**src/rtl/mem_pkg.sv**
```systemverilog
// Shared encodings and default sizing for the memory interface block.
package mem_pkg;
  typedef enum logic [1:0] {
    IDLE   = 2'd0,
    ACCESS = 2'd1,
    DONE   = 2'd2
  } state_e;

  localparam int ADDR_W_DEF         = 8;
  localparam int WAIT_CYCLES_DEF    = 2;
  localparam int TIMEOUT_CYCLES_DEF = 16;
endpackage

```
**src/rtl/memory_interface_if.sv**
```systemverilog
// Controller <-> memory strobe/MFC handshake bundle.
interface memory_interface_if;
  logic        read;
  logic        write;
  logic [15:0] addr;
  logic [15:0] wdata;
  logic [15:0] rdata;
  logic        MFC;
  logic        bus_err;

  modport master (output read, write, addr, wdata, input  rdata, MFC, bus_err);
  modport slave  (input  read, write, addr, wdata, output rdata, MFC, bus_err);
endinterface

```
**src/rtl/sram_array.sv**
```systemverilog
// Synchronous single-port storage; registered read, no reset on contents.
module sram_array #(
  parameter int ADDR_W = 8,
  parameter int DATA_W = 16
) (
  input  logic              clock,
  input  logic              we,
  input  logic [ADDR_W-1:0] addr,
  input  logic [DATA_W-1:0] din,
  output logic [DATA_W-1:0] dout
);
  logic [DATA_W-1:0] mem [2**ADDR_W];

  always_ff @(posedge clock) begin
    if (we) mem[addr] <= din;
    dout <= mem[addr];
  end
endmodule

```
**src/rtl/memory_interface.sv**
```systemverilog
// Strobe/MFC memory front end with programmable wait states.
// Optional macro MEM_TIMEOUT_EN adds a strobe-release timeout in DONE.
module memory_interface
  import mem_pkg::*;
#(
  parameter int ADDR_W         = ADDR_W_DEF,
  parameter int WAIT_CYCLES    = WAIT_CYCLES_DEF,
  parameter int TIMEOUT_CYCLES = TIMEOUT_CYCLES_DEF
) (
  input  logic               clock,
  input  logic               reset,
  memory_interface_if.slave  bus
);
  state_e            state, state_n;
  logic [3:0]        cnt;
  logic              op_wr;
  logic [ADDR_W-1:0] a_lat, sram_addr;
  logic [15:0]       d_lat, sram_dout, rdata_q;
  logic              bus_err_q;
  logic              start, commit, err;
  logic              strb_op, hold_blk;
  logic              unused_addr;

  localparam int unused_tmo = TIMEOUT_CYCLES;

  assign unused_addr = ^bus.addr;
  assign strb_op     = op_wr ? bus.write : bus.read;

  always_ff @(posedge clock or negedge reset) begin
    if (!reset) state <= IDLE;
    else        state <= state_n;
  end

`ifdef MEM_TIMEOUT_EN
  logic [7:0] tcnt;
  logic       hold;

  // After a timeout the stuck strobe must be seen low before it can start a new access.
  assign hold_blk = hold & strb_op;

  always_ff @(posedge clock or negedge reset) begin
    if (!reset) begin
      tcnt <= '0;
      hold <= 1'b0;
    end else begin
      tcnt <= (state == DONE) ? tcnt + 1'b1 : '0;
      if (state == DONE && state_n == IDLE && strb_op) hold <= 1'b1;
      else if (state == IDLE && !strb_op)              hold <= 1'b0;
    end
  end
`else
  assign hold_blk = 1'b0;
`endif

  always_comb begin
    state_n = state;
    start   = 1'b0;
    commit  = 1'b0;
    err     = 1'b0;
    unique case (state)
      IDLE: if (!hold_blk) begin
        if (bus.read && bus.write) err = 1'b1;
        else if (bus.read ^ bus.write) begin
          start   = 1'b1;
          state_n = ACCESS;
        end
      end
      ACCESS: begin
        if (!strb_op) state_n = IDLE;
        else if (cnt == '0) begin
          commit  = 1'b1;
          state_n = DONE;
        end
      end
      DONE: begin
        if (!strb_op) state_n = IDLE;
`ifdef MEM_TIMEOUT_EN
        else if (tcnt == 8'(TIMEOUT_CYCLES - 1)) begin
          err     = 1'b1;
          state_n = IDLE;
        end
`endif
      end
      default: state_n = IDLE;
    endcase
  end

  always_ff @(posedge clock or negedge reset) begin
    if (!reset) begin
      cnt       <= '0;
      op_wr     <= 1'b0;
      a_lat     <= '0;
      d_lat     <= '0;
      rdata_q   <= '0;
      bus_err_q <= 1'b0;
    end else begin
      bus_err_q <= err;
      if (start) begin
        cnt   <= 4'(WAIT_CYCLES);
        op_wr <= bus.write;
        a_lat <= bus.addr[ADDR_W-1:0];
        d_lat <= bus.wdata;
      end else if (state == ACCESS && cnt != '0) begin
        cnt <= cnt - 1'b1;
      end
      if (commit && !op_wr) rdata_q <= sram_dout;
    end
  end

  // Array is addressed from the bus while idle so the registered read is ready even with zero wait states.
  assign sram_addr = (state == IDLE) ? bus.addr[ADDR_W-1:0] : a_lat;

  sram_array #(.ADDR_W(ADDR_W), .DATA_W(16)) u_sram (
    .clock (clock),
    .we    (commit & op_wr),
    .addr  (sram_addr),
    .din   (d_lat),
    .dout  (sram_dout)
  );

  assign bus.rdata   = rdata_q;
  assign bus.MFC     = (state == DONE);
  assign bus.bus_err = bus_err_q;
endmodule

```
**src/flat_wrapper.sv**
```systemverilog
// flat-port wrapper written by rule: the top's interface ports become plain ports
module memory_interface_flat import mem_pkg::*;
#(
  parameter int ADDR_W         = ADDR_W_DEF,
  parameter int WAIT_CYCLES    = WAIT_CYCLES_DEF,
  parameter int TIMEOUT_CYCLES = TIMEOUT_CYCLES_DEF
)
  (clock, reset, bus_read, bus_write, bus_addr, bus_wdata, bus_rdata, bus_MFC, bus_bus_err);
  memory_interface_if bus_i ();
  input  logic clock;
  input  logic reset;
  input wire logic [$bits(bus_i.read)-1:0] bus_read;
  input wire logic [$bits(bus_i.write)-1:0] bus_write;
  input wire logic [$bits(bus_i.addr)-1:0] bus_addr;
  input wire logic [$bits(bus_i.wdata)-1:0] bus_wdata;
  output wire logic [$bits(bus_i.rdata)-1:0] bus_rdata;
  output wire logic [$bits(bus_i.MFC)-1:0] bus_MFC;
  output wire logic [$bits(bus_i.bus_err)-1:0] bus_bus_err;
  assign bus_i.read = bus_read;
  assign bus_i.write = bus_write;
  assign bus_i.addr = bus_addr;
  assign bus_i.wdata = bus_wdata;
  assign bus_rdata = bus_i.rdata;
  assign bus_MFC = bus_i.MFC;
  assign bus_bus_err = bus_i.bus_err;
  memory_interface #(.ADDR_W(ADDR_W), .WAIT_CYCLES(WAIT_CYCLES), .TIMEOUT_CYCLES(TIMEOUT_CYCLES)) u_core (.clock(clock), .reset(reset), .bus(bus_i));
endmodule
```
**config.mk**
```make
export PLATFORM = sky130hd
export DESIGN_NAME = memory_interface_flat
export DESIGN_NICKNAME = d
export VERILOG_FILES = /design/src/rtl/mem_pkg.sv /design/src/rtl/memory_interface_if.sv /design/src/rtl/sram_array.sv /design/src/rtl/memory_interface.sv /design/src/flat_wrapper.sv
export SDC_FILE = /design/constraint.sdc
export NUM_CORES = 2
export LEC_CHECK = 0
export CAP_MARGIN = 20
export CORE_MARGIN = 8
export CORE_UTILIZATION = 50
export DETAILED_ROUTE_END_ITERATION = 16
export PLACE_DENSITY = 0.65
export SYNTH_ARGS = -nofsm -noshare
export SYNTH_HDL_FRONTEND = slang
export SYNTH_SLANG_ARGS = --single-unit
export TNS_END_PERCENT = 5
```
**constraint.sdc**
```tcl
create_clock -name clock -period 9.86 [get_ports clock]
set_input_delay 1.972 -clock clock [delete_from_list [all_inputs] [get_ports clock]]
set_output_delay 1.972 -clock clock [all_outputs]
set_load 0.01 [all_outputs]
```
# Word level (Yosys, flattened, before mapping)
# Memory sizes are Yosys's and may differ from the RTL's. A register that Yosys moved wholly into a read port is not among the register bits.
# Index checks and enable logic that the tools add are counted.
[totals] wordCells=46 mem_bits_rw=4096 memories=1 register_bits=48 output_inout_bits=18
[op_classes] addsub=1 bitwise=2 n_mux=20 n_reduce_logical=9 n_eq_ne=6
[mem_list] name="u_core.u_sram.mem" words=256 word_bits=16 read_ports=1 rd_clocked_by_memory_dff=1 wr=1 line="sram_array.sv:12" rtl="logic [DATA_W-1:0] mem [2**ADDR_W];"
[ops] cell="1-bit 2-to-1 mux" n=11
[ops] cell="2-bit 2-to-1 mux" n=5
[ops] cell="4-bit 2-to-1 mux" n=2
[ops] cell="8-bit 2-to-1 mux" n=1
[ops] cell="2-bit one-hot mux with 3 select lines" n=1
[ops] cell="4-bit zero test" n=1
[ops] cell="2-bit != test, second input constant" n=2
[ops] cell="4-bit AND reduction" n=1
[ops] cell="4-bit nonzero test" n=1
[ops] cell="4-bit by 1-bit subtractor with 4-bit output, second input constant" n=1
[ops] cell="1-bit logical AND" n=3
[ops] cell="3-bit != test, second input constant" n=1
[ops] cell="2-bit by 1-bit == test with 1-bit output, second input constant" n=1
[ops] cell="2-bit == test, second input constant" n=1
[ops] cell="2-bit zero test" n=1
[ops] cell="2-bit by 1-bit != test with 1-bit output, second input constant" n=1
[ops] cell="2-bit nonzero test" n=1
[ops] cell="1-bit bitwise AND" n=1
[ops] cell="1-bit zero test" n=1
[ops] cell="1-bit bitwise XOR" n=1

# Logic depth before layout (Yosys ltp)
[logic_depth] ltp_word=7 depth_mapped=12 ltp_nobuf=8

# Modules after synthesis
# A second synthesis with hierarchy kept.
[unflattened] cells_unflattened=6863 hier_area_um2=157456.0
[modules_own_cells] mod="sram_array" seq_area_each_um2=123318.3 instances=1 cells_each=6727 area_each_um2=155399.0
[modules_own_cells] mod="memory_interface" seq_area_each_um2=1201.2 instances=1 cells_each=136 area_each_um2=2057.0

# Worst setup path before layout
# OpenSTA, ideal clock, no wires.
[synth_timing] path_kind="input to register" from="input bus_addr[1]" to="memory u_core.u_sram.mem[101][0], enable pin" t_arrival_ns=4.254 t_required_ns=9.472 setup_slack_ns=5.217 n_path_buf=2 stages=6 cell_sequence="or4b_2 -> o21a_1 -> or3_1 -> clkbuf_1 -> clkbuf_1 -> nor2_1"
[synth_between] elab_chain_cells=1
[synth_lines] item="start, declared" line="flat_wrapper.sv:14" rtl="input wire logic [$bits(bus_i.addr)-1:0] bus_addr;"
[synth_lines] item="8-bit 2-to-1 mux" line="memory_interface.sv:111" rtl="assign sram_addr = (state == IDLE) ? bus.addr[ADDR_W-1:0] : a_lat;"
[synth_lines] item="end, declared" line="sram_array.sv:12"
# No other way between the ends.

# Final worst setup path
[layout_timing] from="input bus_addr[3]" to="register u_core.u_sram.dout[12] (read register of u_core.u_sram.mem)"
[layout_between] elab_chain_cells=1
[layout_lines] item="8-bit 2-to-1 mux" line="memory_interface.sv:111"
[layout_lines] item="end, declared" line="sram_array.sv:10" rtl="output logic [DATA_W-1:0] dout"
# No other way between the ends.
# A chain may end at the register's enable or synchronous reset.

==> impl_metrics.json <==
{
  "drcViolationCount": 0,
  "totalPowerFinal_mw": 50.55,
  "antenna_found_initial": 25,
  "ff2ff_path_depth": 8,
  "crit_arrival_ps": 6730,
  "synthDistinctLibCells": 42,
  "endpoint": "u_core.u_sram.dout[12]$_DFF_P_",
  "r2r_start": "u_core.state[1]$_DFFE_PN0P_",
  "clkTransAtPathRegs_ps": 60,
  "async_flop_share_pct": 1.154,
  "nNetsFinal": 8898,
  "clk_path_buf_depth": 4,
  "syn-cell-area_um2": 153000,
  "core.rowCount": 203,
  "vias": 86840,
  "synthTopCellsByArea": "edfxtp_1 80%, a22oi_1 10%, a21oi_1 3.4%",
  "skew_ps": 62.78,
  "regToRegSetupSlack_ps": 4360,
  "multi_input_area_um2": 26200,
  "synth-edff-count": 4096,
  "ys.flop_type": "edfxtp_1",
  "start_util_pct": 50.14,
  "die_width_um": 569.1,
  "grt_max_degree": 229,
  "violations": "max-slew violations",
  "routed_wl_um": 418600,
  "cp.required_ps": 10670,
  "dieArea_um2": 323900,
  "ios": 54,
  "setup_viol": 0,
  "peakVddDrop_mv": 0.2785,
  "r2r_end": "u_core.u_sram.dout[12]$_DFF_P_",
  "drtPass1Iterations": 9,
  "place_hpwl_um": 225300,
  "root_buffer": "clkbuf_16",
  "tightest_slew_ps": 1513,
  "wl_per_cell_um": 31.44,
  "drive_gt1_share_pct": 12.91,
  "gp_congestion": 0.8197,
  "seqCellArea_um2": 124600,
  "yosys.area.top_type": "edfxtp_1",
  "drt_iter0_markers": 12390,
  "fill_cells": 22510,
  "grt_pass1_vias": 82960,
  "postCtsSetupBuffers": 0,
  "numCtsBuffers": 404,
  "post_cts_resized": 0,
  "period_minus_slack_ps": 5926,
  "synth_seq_cells": 4160,
  "fmax_mhz": 168.8,
  "worstSetupEndpointType": "flop",
  "fin_crit_sh_pct": 60.10,
  "status": "finished, violations left",
  "critPathLaunchType": "input pin",
  "rsz0062_at_grt": "false",
  "finalSetupTns_ps": 0,
  "cts_hold_buf": 0,
  "hold_viol_final": 0,
  "hold_path.class": "reg -> reg",
  "critical_path.max_fanout": 34,
  "synth_commonest_cells": "4096 x edfxtp_1, 2048 x a22oi_1, 1024 x a21oi_1",
  "cts_max_level": 5,
  "area_growth_pct": 13.14,
  "power_density_nw_per_um2": 292.1,
  "ys_seq_area_share_pct": 81.40,
  "cts.sink_count": 4160,
  "relSlewSlack_pct": -0.8985,
  "grt_first_pass_wirelength_um": 593000,
  "coreArea_um2": 305000,
  "p_leak_nw": 52.06,
  "synth_area_per_cell_um2": 17.70,
  "maxSlewViolCount": 20,
  "maxCapViolCount": 0,
  "worstSetupPathType": "in -> reg",
  "gr-usage-all-layers_pct": 24.79,
  "die_h_um": 569.1,
  "syn_nets": 8679,
  "synth_top_cell_area_share_pct": 80.41,
  "port_buffers": 45,
  "ant_nets": 0,
  "critPathLaunch": "bus_addr[3]",
  "utilization_pct": 56.74,
  "grt-ovfl-total": 0,
  "synth.most_common_cell": "edfxtp_1",
  "via_per_inst": 6.522,
  "ys_warn_count": 0,
  "insertion_delay_ps": 970,
  "synth_cells": 8640,
  "cts_tree": "built"
}
## registers in the layout (all words and copies together), names as in the netlist
register            cells
u_core.d_lat           16
u_core.state            2
u_core.a_lat            8
u_core.bus.bus_err      1
u_core.op_wr            1
u_core.cnt              4
u_core.u_sram.mem    4096
u_core.bus.rdata       16
u_core.u_sram.dout     16
## per-layer routing
layer / GRT usage, % / vias up / part of all wire (%) / routed length, um
met5: 0 / - / 0.017 / 72
met4: 10.93 / 10 / 4.7 / 19660
met3: 5.132 / 831 / 10 / 43180
met2: 38.36 / 5004 / 46 / 194600
met1: 34.33 / 44360 / 38 / 161000
li1: - / 36630 / - / -
## critical path: stages
cell and delay [ps]:
clkdlybuf4s50_1 580, inv_1 120, a31oi_4 840, buf_4 610
a21oi_1 90, o41ai_1 890, a41oi_1 830, or4_1 720
## power breakdown
part	switching, mW	internal, mW	leakage [nW]
combinational	9.57	3.12	8.26
clock	6.53	8.39	6.26
sequential	0.668	22.3	37.5
total	16.8	33.8	52.1
## worst min path at each step
stage / startpoint / to / slack [ps] / depth (start not counted)
after floorplan: u_core.u_sram.dout[0]$_DFF_P_ / u_core.bus.rdata[0]$_DFFE_PN0P_ / 440 / 1
after global placement: u_core.u_sram.dout[10]$_DFF_P_ / u_core.bus.rdata[10]$_DFFE_PN0P_ / 450 / 1
after detailed placement: u_core.u_sram.dout[9]$_DFF_P_ / u_core.bus.rdata[9]$_DFFE_PN0P_ / 450 / 1
after CTS: u_core.u_sram.dout[9]$_DFF_P_ / u_core.bus.rdata[9]$_DFFE_PN0P_ / 470 / 1
after global routing: u_core.u_sram.dout[12]$_DFF_P_ / u_core.bus.rdata[12]$_DFFE_PN0P_ / 470 / 1
final: u_core.u_sram.dout[9]$_DFF_P_ / u_core.bus.rdata[9]$_DFFE_PN0P_ / 470 / 1
## layout make-up
cell class | count | area share (%)
Timing Repair Buffer | 465 | 2.483
Clock inverter | 257 | 1.267
Tap cell | 4100 | 2.964
Clock buffer | 492 | 6.130
Antenna cell | 13 | 0.01880
Multi-Input combinational cell | 3821 | 15.14
Sequential cell | 4160 | 71.98
Inverter | 7 | 0.01518
## kinds of logic after synthesis
logic type | synth area share (%)
flip-flops | 81.40
buffers and inverters | 1.872
AND/OR/NAND/NOR | 0.9971
XOR/XNOR | 0.01718
multiplexers | 0.3092
AO/OA/AOI/OAI | 15.38
adder cells (fa/ha/maj) | 0.02454
## cell usage in the layout (no fill, tap or decap), types with 7 or more instances in the layout
master and count:
bufinv_16 27, inv_1 7, nand2_2 8, a21oi_1 1024, dfxtp_1 16, a22oi_1 2048
buf_8 12, buf_2 22, clkinv_2 85, clkinv_1 103, o41ai_1 211, nor2_2 62
or3_2 8, edfxtp_1 4096, nand3_1 8, nor2_1 206, dfrtp_1 32, dfrtp_4 16
a41oi_1 64, clkbuf_16 411, clkinvlp_4 14, mux2_2 42, diode_2 13, clkdlybuf4s50_1 44
buf_12 46, or4_1 17, buf_4 332, clkbuf_1 79, o41ai_2 45, nand2b_1 8
nand2_1 16
## metrics by stage
stage          cell area [um2]  setup slack, ps  hold WS (ps)  std cells
4_1_cts                 172700             4087         465.5      13270
3_3_place_gp            159700             3072         446.1      12510
3_5_place_dp            159900             3089         451.6      12530
5_1_grt                 173100             3997         473.6      13310
2_1_floorplan           153000             5217         438.9       8640
6_report                173100             3934         465.2      13320
No activity file was read; power rests on OpenSTA's default activity.
